$ cat src/rtl/commit_flush_sequencer_if.sv
// Commit/cache/MMU/frontend handshake bundle for commit_flush_sequencer.
// master: commit stage and flush targets; slave: the sequencer itself.
interface commit_flush_sequencer_if #(
  parameter int unsigned PC_WIDTH = 64
) ();
  logic                fence_req_i;
  logic                fence_i_req_i;
  logic                sfence_vma_req_i;
  logic                ex_valid_i;
  logic                halt_i;
  logic [PC_WIDTH-1:0] pc_commit_i;
  logic                dcache_flush_ack_i;
  logic                flush_dcache_o;
  logic                flush_icache_o;
  logic                flush_tlb_o;
  logic                flush_pipeline_o;
  logic                set_pc_o;
  logic [PC_WIDTH-1:0] restart_pc_o;
  logic                busy_o;

  modport master (
    output fence_req_i, fence_i_req_i, sfence_vma_req_i, ex_valid_i, halt_i,
           pc_commit_i, dcache_flush_ack_i,
    input  flush_dcache_o, flush_icache_o, flush_tlb_o, flush_pipeline_o,
           set_pc_o, restart_pc_o, busy_o
  );

  modport slave (
    input  fence_req_i, fence_i_req_i, sfence_vma_req_i, ex_valid_i, halt_i,
           pc_commit_i, dcache_flush_ack_i,
    output flush_dcache_o, flush_icache_o, flush_tlb_o, flush_pipeline_o,
           set_pc_o, restart_pc_o, busy_o
  );
endinterface

$ cat src/rtl/commit_flush_sequencer.sv
// Sequences FENCE / FENCE.I / SFENCE.VMA at commit: D$ flush handshake,
// I$ invalidate, TLB flush, then pipeline flush and frontend redirect.
// Optional macro FLUSH_PERF_CNT_EN adds busy-cycle and flush-count outputs.
module commit_flush_sequencer #(
  parameter int unsigned PC_WIDTH            = 64,
  parameter int unsigned ICACHE_FLUSH_CYCLES = 1
) (
  input  logic                      clk_i,
  input  logic                      rst_ni,
  commit_flush_sequencer_if.slave   bus
`ifdef FLUSH_PERF_CNT_EN
  ,
  output logic [31:0]               flush_cycles_o,
  output logic [15:0]               flush_count_o
`endif
);

  typedef enum logic [2:0] {
    IDLE,
    FLUSH_DCACHE,
    FLUSH_ICACHE,
    FLUSH_TLB,
    RESTART
  } state_e;

  localparam logic [3:0] IC_LAST = 4'(ICACHE_FLUSH_CYCLES - 1);

  state_e              state_q, state_d;
  logic                is_fence_i_q, is_fence_i_d;
  logic [3:0]          ic_cnt_q, ic_cnt_d;
  logic [PC_WIDTH-1:0] pc_q, pc_d;
  logic                req_any;
  logic                busy;

  assign req_any = bus.fence_req_i | bus.fence_i_req_i | bus.sfence_vma_req_i;
  assign busy    = (state_q != IDLE);

  // State and sequence context registers
  always_ff @(posedge clk_i or negedge rst_ni) begin
    if (!rst_ni) begin
      state_q      <= IDLE;
      is_fence_i_q <= 1'b0;
      ic_cnt_q     <= '0;
      pc_q         <= '0;
    end else begin
      state_q      <= state_d;
      is_fence_i_q <= is_fence_i_d;
      ic_cnt_q     <= ic_cnt_d;
      pc_q         <= pc_d;
    end
  end

  // Next-state logic and Moore output decode
  always_comb begin
    state_d              = state_q;
    is_fence_i_d         = is_fence_i_q;
    ic_cnt_d             = ic_cnt_q;
    pc_d                 = pc_q;
    bus.flush_dcache_o   = 1'b0;
    bus.flush_icache_o   = 1'b0;
    bus.flush_tlb_o      = 1'b0;
    bus.flush_pipeline_o = 1'b0;
    bus.set_pc_o         = 1'b0;
    bus.restart_pc_o     = '0;
    bus.busy_o           = busy;
    unique case (state_q)
      IDLE: begin
        if (req_any && !bus.ex_valid_i && !bus.halt_i) begin
          pc_d = bus.pc_commit_i + PC_WIDTH'(4);
          // FENCE.I outranks FENCE, and either outranks SFENCE.VMA
          if (bus.fence_i_req_i || bus.fence_req_i) begin
            state_d      = FLUSH_DCACHE;
            is_fence_i_d = bus.fence_i_req_i;
          end else begin
            state_d = FLUSH_TLB;
          end
        end
      end
      FLUSH_DCACHE: begin
        bus.flush_dcache_o = 1'b1;
        if (bus.dcache_flush_ack_i) begin
          if (is_fence_i_q) begin
            state_d  = FLUSH_ICACHE;
            ic_cnt_d = '0;
          end else begin
            state_d = RESTART;
          end
        end
      end
      FLUSH_ICACHE: begin
        bus.flush_icache_o = 1'b1;
        if (ic_cnt_q == IC_LAST) begin
          state_d = RESTART;
        end else begin
          ic_cnt_d = ic_cnt_q + 4'd1;
        end
      end
      FLUSH_TLB: begin
        bus.flush_tlb_o = 1'b1;
        state_d         = RESTART;
      end
      RESTART: begin
        bus.flush_pipeline_o = 1'b1;
        bus.set_pc_o         = 1'b1;
        bus.restart_pc_o     = pc_q;
        state_d              = IDLE;
      end
      default: state_d = IDLE;
    endcase
  end

`ifdef FLUSH_PERF_CNT_EN
  // Busy-cycle counter (saturating) and completed-sequence counter (wrapping)
  always_ff @(posedge clk_i or negedge rst_ni) begin
    if (!rst_ni) begin
      flush_cycles_o <= '0;
      flush_count_o  <= '0;
    end else begin
      if (busy && (flush_cycles_o != '1)) begin
        flush_cycles_o <= flush_cycles_o + 32'd1;
      end
      if (state_q == RESTART) begin
        flush_count_o <= flush_count_o + 16'd1;
      end
    end
  end
`endif

endmodule

$ cat src/flat_wrapper.sv
// flat-port wrapper written by rule: the top's interface ports become plain ports
module commit_flush_sequencer_flat 
#(
  parameter int unsigned PC_WIDTH            = 64,
  parameter int unsigned ICACHE_FLUSH_CYCLES = 1
)
  (clk_i, rst_ni, bus_fence_req_i, bus_fence_i_req_i, bus_sfence_vma_req_i, bus_ex_valid_i, bus_halt_i, bus_pc_commit_i, bus_dcache_flush_ack_i, bus_flush_dcache_o, bus_flush_icache_o, bus_flush_tlb_o, bus_flush_pipeline_o, bus_set_pc_o, bus_restart_pc_o, bus_busy_o);
  commit_flush_sequencer_if #(.PC_WIDTH(PC_WIDTH)) bus_i ();
  input  logic clk_i;
  input  logic rst_ni;
  input wire logic [$bits(bus_i.fence_req_i)-1:0] bus_fence_req_i;
  input wire logic [$bits(bus_i.fence_i_req_i)-1:0] bus_fence_i_req_i;
  input wire logic [$bits(bus_i.sfence_vma_req_i)-1:0] bus_sfence_vma_req_i;
  input wire logic [$bits(bus_i.ex_valid_i)-1:0] bus_ex_valid_i;
  input wire logic [$bits(bus_i.halt_i)-1:0] bus_halt_i;
  input wire logic [$bits(bus_i.pc_commit_i)-1:0] bus_pc_commit_i;
  input wire logic [$bits(bus_i.dcache_flush_ack_i)-1:0] bus_dcache_flush_ack_i;
  output wire logic [$bits(bus_i.flush_dcache_o)-1:0] bus_flush_dcache_o;
  output wire logic [$bits(bus_i.flush_icache_o)-1:0] bus_flush_icache_o;
  output wire logic [$bits(bus_i.flush_tlb_o)-1:0] bus_flush_tlb_o;
  output wire logic [$bits(bus_i.flush_pipeline_o)-1:0] bus_flush_pipeline_o;
  output wire logic [$bits(bus_i.set_pc_o)-1:0] bus_set_pc_o;
  output wire logic [$bits(bus_i.restart_pc_o)-1:0] bus_restart_pc_o;
  output wire logic [$bits(bus_i.busy_o)-1:0] bus_busy_o;
  assign bus_i.fence_req_i = bus_fence_req_i;
  assign bus_i.fence_i_req_i = bus_fence_i_req_i;
  assign bus_i.sfence_vma_req_i = bus_sfence_vma_req_i;
  assign bus_i.ex_valid_i = bus_ex_valid_i;
  assign bus_i.halt_i = bus_halt_i;
  assign bus_i.pc_commit_i = bus_pc_commit_i;
  assign bus_i.dcache_flush_ack_i = bus_dcache_flush_ack_i;
  assign bus_flush_dcache_o = bus_i.flush_dcache_o;
  assign bus_flush_icache_o = bus_i.flush_icache_o;
  assign bus_flush_tlb_o = bus_i.flush_tlb_o;
  assign bus_flush_pipeline_o = bus_i.flush_pipeline_o;
  assign bus_set_pc_o = bus_i.set_pc_o;
  assign bus_restart_pc_o = bus_i.restart_pc_o;
  assign bus_busy_o = bus_i.busy_o;
  commit_flush_sequencer #(.PC_WIDTH(PC_WIDTH), .ICACHE_FLUSH_CYCLES(ICACHE_FLUSH_CYCLES)) u_core (.clk_i(clk_i), .rst_ni(rst_ni), .bus(bus_i));
endmodule
$ cat config.mk
export PLATFORM = sky130hd
export DESIGN_NAME = commit_flush_sequencer_flat
export DESIGN_NICKNAME = d
export VERILOG_FILES = /design/src/rtl/commit_flush_sequencer_if.sv /design/src/rtl/commit_flush_sequencer.sv /design/src/flat_wrapper.sv
export SDC_FILE = /design/constraint.sdc
export NUM_CORES = 1
export LEC_CHECK = 0
export BUFFER_PORTS_ARGS = -buffer_cell sky130_fd_sc_hd__buf_4
export CAP_MARGIN = 0
export CELL_PAD_IN_SITES_DETAIL_PLACEMENT = 1
export CELL_PAD_IN_SITES_GLOBAL_PLACEMENT = 1
export CORE_MARGIN = 2
export CORE_UTILIZATION = 34
export DETAILED_ROUTE_END_ITERATION = 10
export GPL_TIMING_DRIVEN = 0
export PLACE_DENSITY_LB_ADDON = 0.1
export SLEW_MARGIN = 20
export SYNTH_ARGS = -nofsm -noshare
export SYNTH_HDL_FRONTEND = slang
export SYNTH_SLANG_ARGS = --single-unit
$ cat constraint.sdc
create_clock -name clk_i -period 2.25 [get_ports clk_i]
set_input_delay 0.225 -clock clk_i [delete_from_list [all_inputs] [get_ports clk_i]]
set_output_delay 0.225 -clock clk_i [all_outputs]
set_load 0.03 [all_outputs]
==> results.yml, run 1 <==
pwr:
  powerDensity_nw_per_um2: 960
  p_switching_mw: 2.45
  power.share.combinational: 0.413
  swShare: 0.396
  internal_power_mw: 3.74
  p_seq_frac: 0.354
  p_leak_nw: 2.78
  vdd_ir_drop_max_mv: 0.418
  power_frac_clock: 0.232
global_routing:
  grt_first_pass_wirelength_mm: 26.9
  grt_usage: 0.230
  grt_pass1_vias: 5082
  grt_max_degree: 73
  antenna_found_initial: 0
  grt_overflow: 0
logic_synthesis:
  netlist_instances: 598
  synth_edf_count: 0
  async_flop_share: 1.00
  syn_nets: 673
  syn_area_um2: 4860
  ys_top_cells_by_area: "dfrtp_1 37%, and2_1 9.0%, nand2_1 6.6%"
  synth_cell_type_count: 53
  synth-main-ff-cell: "dfrtp_1"
  synth_top_cell_by_area: "dfrtp_1"
  ys_warn_count: 0
  avgSynthCellArea_um2: 8.13
  yosysTopAreaCellShare: 0.370
  ys_seq_area_frac: 0.370
  synth_seq_cells: 72
setup_path:
  critPathBufInv: 1
  worst-setup-path-type: "register to register"
  max_stage_delay_ns: 0.58
  worst_setup_path_end_kind: "register"
  crit_path_cell_trace: "or3_1, buf_6, or4_4, or4_1, nand3_1"
  critical_path_required_ns: 2.53
  cp.arrival_ns: 2.48
  worstSetupStartpointType: "register"
  crit_family: "simple AND/OR/NAND/NOR gates"
  crit_slowest_cell: "or4_4"
  crit_fanout: 7
sta:
  hold_violations: 0
  fin_worst_skew_ns: 0.00664
  worst_pin_slew_ns: 0.957
  slew_viol_final: 0
  fmax_mhz: 456
  setup_viol: 0
  finalCritPeriodShare: 0.976
  period_needed_ns: 2.20
  slew_headroom: 0.362
floorplan:
  dieArea_um2: 15300
  ios: 142
  core_um2: 13900
  dieWidth_um: 124
  num_rows: 43
  initial_utilization: 0.349
  die_h_um: 124
routing:
  vias: 5024
  finalWirelength_mm: 17.3
  drc: 0
  viasPerCell: 5.40
  drtIter0Drc: 250
  ant_nets: 0
  drtPass1Iterations: 4
  avgRoutedWirePerCell_um: 18.6
placed_design:
  hpwl_mm: 13.5
  place_area_um2: 6110
  port_buffers: 136
  gp_congestion: 0.898
final_layout:
  final_area_um2: 6450
  drive_gt1_frac: 0.261
  nets: 821
  final_common_cell: "buf_4"
  diodes: 0
  syn2layout_area_growth_pct: 32.6
  utilization: 0.463
  layout_common_cells: "141 x buf_4, 86 x nand2_1, 72 x dfrtp_1"
cts:
  cts_tree: "yes"
  cts_buffer_depth: 2
  clkTransAtPathRegs_ns: 0.06
  cts-buffers-inserted: 9
  cts.sinks: 72
  cts_root_buf: "clkbuf_16"
  clock_latency_ns: 0.34
  h-tree-depth: 3
flow_run:
  maxCapViolations: 0
run_status:
  status: "finished clean"
min_path:
  hp-class: "primary input to async pin"
-- power groups by stage --
stage | logic, mW | clock network [mW] | registers (mW)
finish | 2.56 | 1.44 | 2.19
global route | 2.83 | 1.53 | 2.28
CTS | 2.53 | 1.47 | 2.20
detailed placement | 2.51 | 0 | 2.23
global placement | 2.44 | 0 | 2.18
floorplan | 1.60 | 0 | 2.11
-- cells in the mapped netlist (2+ instances only) --
library cell	n
a21oi_1	2
a22o_1	3
a31oi_1	15
and2_1	70
and2_2	2
and3_1	7
and3_2	3
and4_1	11
and4_2	4
buf_2	3
buf_4	2
clkbuf_1	24
dfrtp_1	72
ha_1	3
inv_1	13
nand2_1	86
nand3_1	33
nand4_1	33
nor2_1	31
nor3_1	11
nor4_1	17
o21ai_0	59
o31ai_1	4
or3_1	13
or3_2	2
or4_1	7
or4_4	2
xnor2_1	21
xor2_1	21
-- logic make-up (layout without fill, tap and decap cells) --
group,Yosys count,count (layout),share of synthesized area
AND/OR/NAND/NOR,344,345,0.396
adder cells (fa/ha/maj),3,3,0.00772
flip-flops,72,72,0.370
AO/OA/AOI/OAI,88,88,0.102
XOR/XNOR,42,42,0.0756
buffers and inverters,47,199,0.0445
multiplexers,2,2,0.00437
-- metrics by stage --
stage	hold WS, ns	total power, mW	worst slack, ns	TNS (ns)	cells
finish	0.0130	6.19	0.0550	0	931
global route	0.0910	6.64	-0.00173	-0.00173	931
CTS	0.0653	6.20	0.0122	0	929
detailed placement	0.426	4.73	-0.320	-6.45	914
global placement	0.426	4.62	-0.308	-4.80	914
floorplan	-0.0706	3.71	0.00508	0	598
-- metal layers --
layer / track usage / vias to the layer above / share of wire
met2: 0.383 / 136 / 0.48
met1: 0.307 / 2451 / 0.45
met4: 0.0547 / 0 / 0.011
li1: - / 2419 / -
met5: 0 / - / 0
met3: 0.0467 / 18 / 0.054
-- final cells by class --
type,instances,area (um^2)
sequential,72,1800
inverter,13,48.8
buffer,32,183
clock buffer,11,233
timing repair buffer,138,1040
tap,180,225
clock inverter,5,57.6
fill,1698,7490
multi-input combinational,480,2860
-- registers in the layout, indices dropped and copies added (netlist names) --
register and cells:
u_core.state_q 3, u_core.is_fence_i_q 1, u_core.ic_cnt_q 4, u_core.pc_q 64
-- repair_timing --
action,in CTS,in global routing
pin swaps,0,2
resized for setup,9,16
setup endpoints to repair,105,64
cloned,0,1
setup buffers,0,2
hold buffers,0,0
-- worst paths after layout --
kind	startpoint	slack [ns]	end	depth (start not counted)
setup / recovery	u_core.state_q[2]$_DFFE_PN0P_	0.05	u_core.pc_q[38]$_DFFE_PN0P_	5
hold / removal	rst_ni	0.01	u_core.pc_q[15]$_DFFE_PN0P_	1
setup reg to reg	u_core.state_q[2]$_DFFE_PN0P_	0.05	u_core.pc_q[38]$_DFFE_PN0P_	5
hold reg to reg	u_core.pc_q[21]$_DFFE_PN0P_	0.47	u_core.pc_q[21]$_DFFE_PN0P_	2
max in group asynchronous	rst_ni	1.61	u_core.pc_q[32]$_DFFE_PN0P_	1
min in group clk_i	bus_pc_commit_i[0]	0.07	u_core.pc_q[0]$_DFFE_PN0P_	3
(Power assumes the default switching activity.)
==> run 2: changes to the inputs <==
==> constraint.sdc (replaced) <==
create_clock -name clk_i -period 2.25 [get_ports clk_i]
set_input_delay 0.1125 -clock clk_i [delete_from_list [all_inputs] [get_ports clk_i]]
set_output_delay 0.1125 -clock clk_i [all_outputs]
set_load 0.03 [all_outputs]
==> results.yml, run 2 (same netlist as run 1, synthesis figures left out) <==
run_status:
  status: "finished clean"
final_layout:
  final_common_cell: "buf_4"
  final_area_um2: 6480
  drive_gt1_frac: 0.260
  diodes: 0
  utilization: 0.465
  top_regs: "u_core.pc_q: 64 flops, u_core.ic_cnt_q: 4 flops, u_core.state_q: 3 flops"
  stdcell_count: 935
  nets: 825
  largest_register_ffs: 64
  syn2layout_area_growth_pct: 33.3
  layout_common_cells: "140 x buf_4, 86 x nand2_1, 72 x dfrtp_1"
  largest_register: "u_core.pc_q"
setup_path:
  worstSetupStartpointType: "register"
  worst_setup_path_end_kind: "register"
  cp.arrival_ns: 2.47
  worst-setup-path-type: "register to register"
  crit_fanout: 7
  critical_path_required_ns: 2.53
global_routing:
  use_met3: 0.0467
  grtUsageMet2: 0.385
  busiest_layer: "met2"
  grt_max_degree: 73
  grt_overflow: 0
  met1_usage: 0.307
  antenna_found_initial: 0
  grt_usage: 0.230
  grt_pass1_vias: 5105
  grt_first_pass_wirelength_mm: 27.0
routing:
  drtPass1Iterations: 5
  drtIter0Drc: 256
  finalWirelength_mm: 17.3
  drc: 0
  avgRoutedWirePerCell_um: 18.5
  ant_nets: 0
  viasPerCell: 5.38
  vias: 5028
sta:
  whs_ns: 0.0113
  setup_viol: 0
  fin_worst_skew_ns: 0.00645
  hold_violations: 0
  slew_viol_final: 0
  finalCritPeriodShare: 0.974
  worst_pin_slew_ns: 0.956
  period_needed_ns: 2.19
  fmax_mhz: 456
  rsz0062_at_grt: "no"
  slew_headroom: 0.363
placed_design:
  place_inst: 914
  port_buffers: 136
  place_area_um2: 6110
  hpwl_mm: 13.5
  gp_congestion: 0.898
pwr:
  p_switching_mw: 2.45
  power_mw: 6.20
  internal_power_mw: 3.74
  power.share.combinational: 0.414
  p_leak_nw: 2.79
  power_frac_clock: 0.232
  powerDensity_nw_per_um2: 956
  vdd_ir_drop_max_mv: 0.415
  swShare: 0.396
  p_seq_frac: 0.354
floorplan:
  initial_utilization: 0.349
  dieArea_um2: 15300
  dieWidth_um: 124
  die_h_um: 124
  ios: 142
  num_rows: 43
  core_um2: 13900
min_path:
  hp-class: "primary input to register"
cts:
  h-tree-depth: 3
  cts_root_buf: "clkbuf_16"
  cts-buffers-inserted: 9
  clkTransAtPathRegs_ns: 0.06
  cts_buffer_depth: 2
  cts_tree: "yes"
  cts.sinks: 72
  clock_latency_ns: 0.34
flow_run:
  maxCapViolations: 0
[run 2: area by class of cell]
class,instances,area [um^2]
inverter,13,48.8
timing repair buffer,142,1080
clock buffer,11,233
multi-input combinational,480,2860
clock inverter,5,57.6
buffer,32,180
fill,1692,7450
sequential,72,1800
tap,180,225
[run 2: power groups by stage]
stage               Clock, mW  Combinational, mW  Sequential [mW]
floorplan                   0               1.60             2.11
global placement            0               2.44             2.18
detailed placement          0               2.51             2.23
CTS                      1.47               2.53             2.20
global route             1.53               2.83             2.28
finish                   1.44               2.57             2.19
[run 2: final timing paths]
kind | start | to | slack [ns] | cells past startpoint
setup / recovery | u_core.state_q[2]$_DFFE_PN0P_ | u_core.pc_q[38]$_DFFE_PN0P_ | 0.06 | 5
hold reg to reg | u_core.pc_q[21]$_DFFE_PN0P_ | u_core.pc_q[21]$_DFFE_PN0P_ | 0.47 | 2
min in group asynchronous | rst_ni | u_core.pc_q[15]$_DFFE_PN0P_ | 0.43 | 2
max in group asynchronous | rst_ni | u_core.pc_q[32]$_DFFE_PN0P_ | 1.16 | 2
setup reg to reg | u_core.state_q[2]$_DFFE_PN0P_ | u_core.pc_q[38]$_DFFE_PN0P_ | 0.06 | 5
hold / removal | bus_fence_i_req_i | u_core.is_fence_i_q$_DFFE_PN0P_ | 0.01 | 2
[run 2: what timing repair did]
item,4_1_cts,5_1_grt
endpoints found under the setup margin,105,72
endpoints found under the hold margin,75,0
gates resized for setup,6,19
buffers inserted,0,2
hold buffers,4,0
gates cloned,0,1
pin swaps,0,2
[run 2: per-layer routing]
metal | vias to the layer above | wire length (um)
met4 | 0 | 180
li1 | 2432 | -
met5 | - | 0
met1 | 2462 | 7910
met3 | 13 | 815
met2 | 121 | 8390
[run 2: critical path, stage by stage (launching register included)]
cell	delay [ns]
dfrtp_1	0.40
or3_1	0.39
buf_6	0.15
or4_4	0.58
or4_1	0.52
nand3_1	0.09
[run 2: through the flow]
step	TNS, ns	setup WS [ns]
2_1_floorplan	0	0.00508
3_3_place_gp	-4.30	-0.308
3_5_place_dp	-5.85	-0.320
4_1_cts	0	0.0122
5_1_grt	0	0.00149
6_report	0	0.0577
==> run 3: changes to the inputs <==
--- a/config.mk
+++ b/config.mk
@@ -10,7 +10,7 @@
 export CELL_PAD_IN_SITES_DETAIL_PLACEMENT = 1
 export CELL_PAD_IN_SITES_GLOBAL_PLACEMENT = 1
 export CORE_MARGIN = 2
-export CORE_UTILIZATION = 34
+export CORE_UTILIZATION = 38
 export DETAILED_ROUTE_END_ITERATION = 10
 export GPL_TIMING_DRIVEN = 0
 export PLACE_DENSITY_LB_ADDON = 0.1
==> constraint.sdc (replaced) <==
create_clock -name clk_i -period 2.3 [get_ports clk_i]
set_input_delay 0.115 -clock clk_i [delete_from_list [all_inputs] [get_ports clk_i]]
set_output_delay 0.115 -clock clk_i [all_outputs]
set_load 0.03 [all_outputs]
==> results.yml, run 3 (same netlist as run 1, synthesis figures left out) <==
run_status:
  status: "finished clean"
final_layout:
  largest_register_ffs: 64
  syn2layout_area_growth_pct: 33.5
  drive_gt1_frac: 0.259
  layout_common_cells: "138 x buf_4, 86 x nand2_1, 72 x dfrtp_1"
  final_common_cell: "buf_4"
  final_area_um2: 6490
  nets: 822
  diodes: 0
  largest_register: "u_core.pc_q"
  top_regs: "u_core.pc_q: 64 flops, u_core.ic_cnt_q: 4 flops, u_core.state_q: 3 flops"
floorplan:
  core_um2: 12600
  dieArea_um2: 13700
  num_rows: 41
  ios: 142
  initial_utilization: 0.387
  die_h_um: 117
  dieWidth_um: 117
routing:
  finalWirelength_mm: 17.5
  viasPerCell: 5.58
  drtIter0Drc: 292
  ant_nets: 0
  drc: 0
  drtPass1Iterations: 5
  avgRoutedWirePerCell_um: 19.0
  vias: 5158
pwr:
  power_mw: 6.18
  vdd_ir_drop_max_mv: 0.337
  powerDensity_nw_per_um2: 952
  p_leak_nw: 2.81
placed_design:
  hpwl_mm: 13.2
  port_buffers: 136
  place_area_um2: 6100
  gp_congestion: 0.893
cts:
  postCtsSetupRepairBufs: 0
  h-tree-depth: 3
  cts_tree: "yes"
  cts-buffers-inserted: 9
  clkTransAtPathRegs_ns: 0.06
  cts_root_buf: "clkbuf_16"
  clock_latency_ns: 0.34
  cts.sinks: 72
  cts_buffer_depth: 2
sta:
  fin_worst_skew_ns: 0.00369
  fmax_mhz: 441
  period_needed_ns: 2.27
  worst_pin_slew_ns: 0.963
  slew_headroom: 0.358
  setup_viol: 0
  tns_ns: 0
  whs_ns: 0.0132
  slew_viol_final: 0
  finalCritPeriodShare: 0.985
  rsz0062_at_grt: "yes"
  hold_violations: 0
setup_path:
  r2r_start: "u_core.state_q[1]$_DFFE_PN0P_"
  max_stage_delay_ns: 0.61
  worst_setup_path_end_kind: "register"
  crit_slowest_cell: "or4_4"
  worst-setup-path-type: "register to register"
  worstSetupStartpointType: "register"
  critical_path_required_ns: 2.58
  cp.arrival_ns: 2.55
  crit_path_cell_trace: "or3_1, buf_2, or4_4, or4_1, nand3_1"
  crit_fanout: 13
  critPathLaunch: "u_core.state_q[1]$_DFFE_PN0P_"
global_routing:
  antenna_found_initial: 0
  grt_usage: 0.268
  grt_first_pass_wirelength_mm: 28.0
  grt_max_degree: 73
  grt_overflow: 0
  grt_pass1_vias: 5226
min_path:
  hp-class: "primary input to register"
  hp-start: "bus_fence_i_req_i"
flow_run:
  maxCapViolations: 0
## run 3: path summary, 6_finish.rpt
path | end | slack [ns] | depth (start not counted)
worst min register to register | u_core.pc_q[2]$_DFFE_PN0P_ | 0.47 | 2
worst max-delay path | u_core.pc_q[38]$_DFFE_PN0P_ | 0.03 | 5
worst min-delay path | u_core.is_fence_i_q$_DFFE_PN0P_ | 0.01 | 2
max in group asynchronous | u_core.pc_q[44]$_DFFE_PN0P_ | 1.21 | 2
min in group asynchronous | u_core.pc_q[33]$_DFFE_PN0P_ | 0.47 | 2
worst max register to register | u_core.pc_q[38]$_DFFE_PN0P_ | 0.03 | 5
## run 3: stage by stage
step	util	instances	setup WS, ns
6_report	0.516	924	0.0343
5_1_grt	0.516	924	-0.0418
2_1_floorplan	-	598	0.0220
4_1_cts	0.515	925	0.0186
3_5_place_dp	0.485	906	-0.581
3_3_place_gp	0.485	906	-0.522
## run 3: what timing repair did
action                                 in CTS  in global routing
endpoints found under the hold margin      75                  0
setup endpoints to repair                 115                 95
resized for setup                           7                 26
hold buffers                                4                  0
gates cloned                                0                  0
## run 3: power breakdown
part / switching [mW] / internal [mW]
combinational: 1.51 / 0.941
sequential: 0.331 / 1.85
clock: 0.565 / 0.980
total: 2.41 / 3.77
## run 3: critical path: cells and delay by family (launching register included)
kind,cells,cell delay (ns)
buffers and inverters,1,0.17
DFF,1,0.41
and+or+nand+nor,4,1.61
## run 3: area by class of cell
cell class                      count  area, um^2
Inverter                           13        48.8
Sequential cell                    72        1800
Tap cell                          172         215
Timing Repair Buffer              140        1060
Clock inverter                      3        65.1
Clock buffer                       13         250
Multi-Input combinational cell    479        2870
Buffer                             32         178
Fill cell                        1554        6080
## run 3: metal layers
metal / part of all wire / track usage / vias up / wire (um)
li1: - / - / 2430 / -
met1: 0.46 / 0.375 / 2540 / 8000
met2: 0.46 / 0.413 / 162 / 8130
met3: 0.056 / 0.0474 / 26 / 977
met4: 0.025 / 0.107 / 0 / 437
met5: 0 / 0 / - / 0
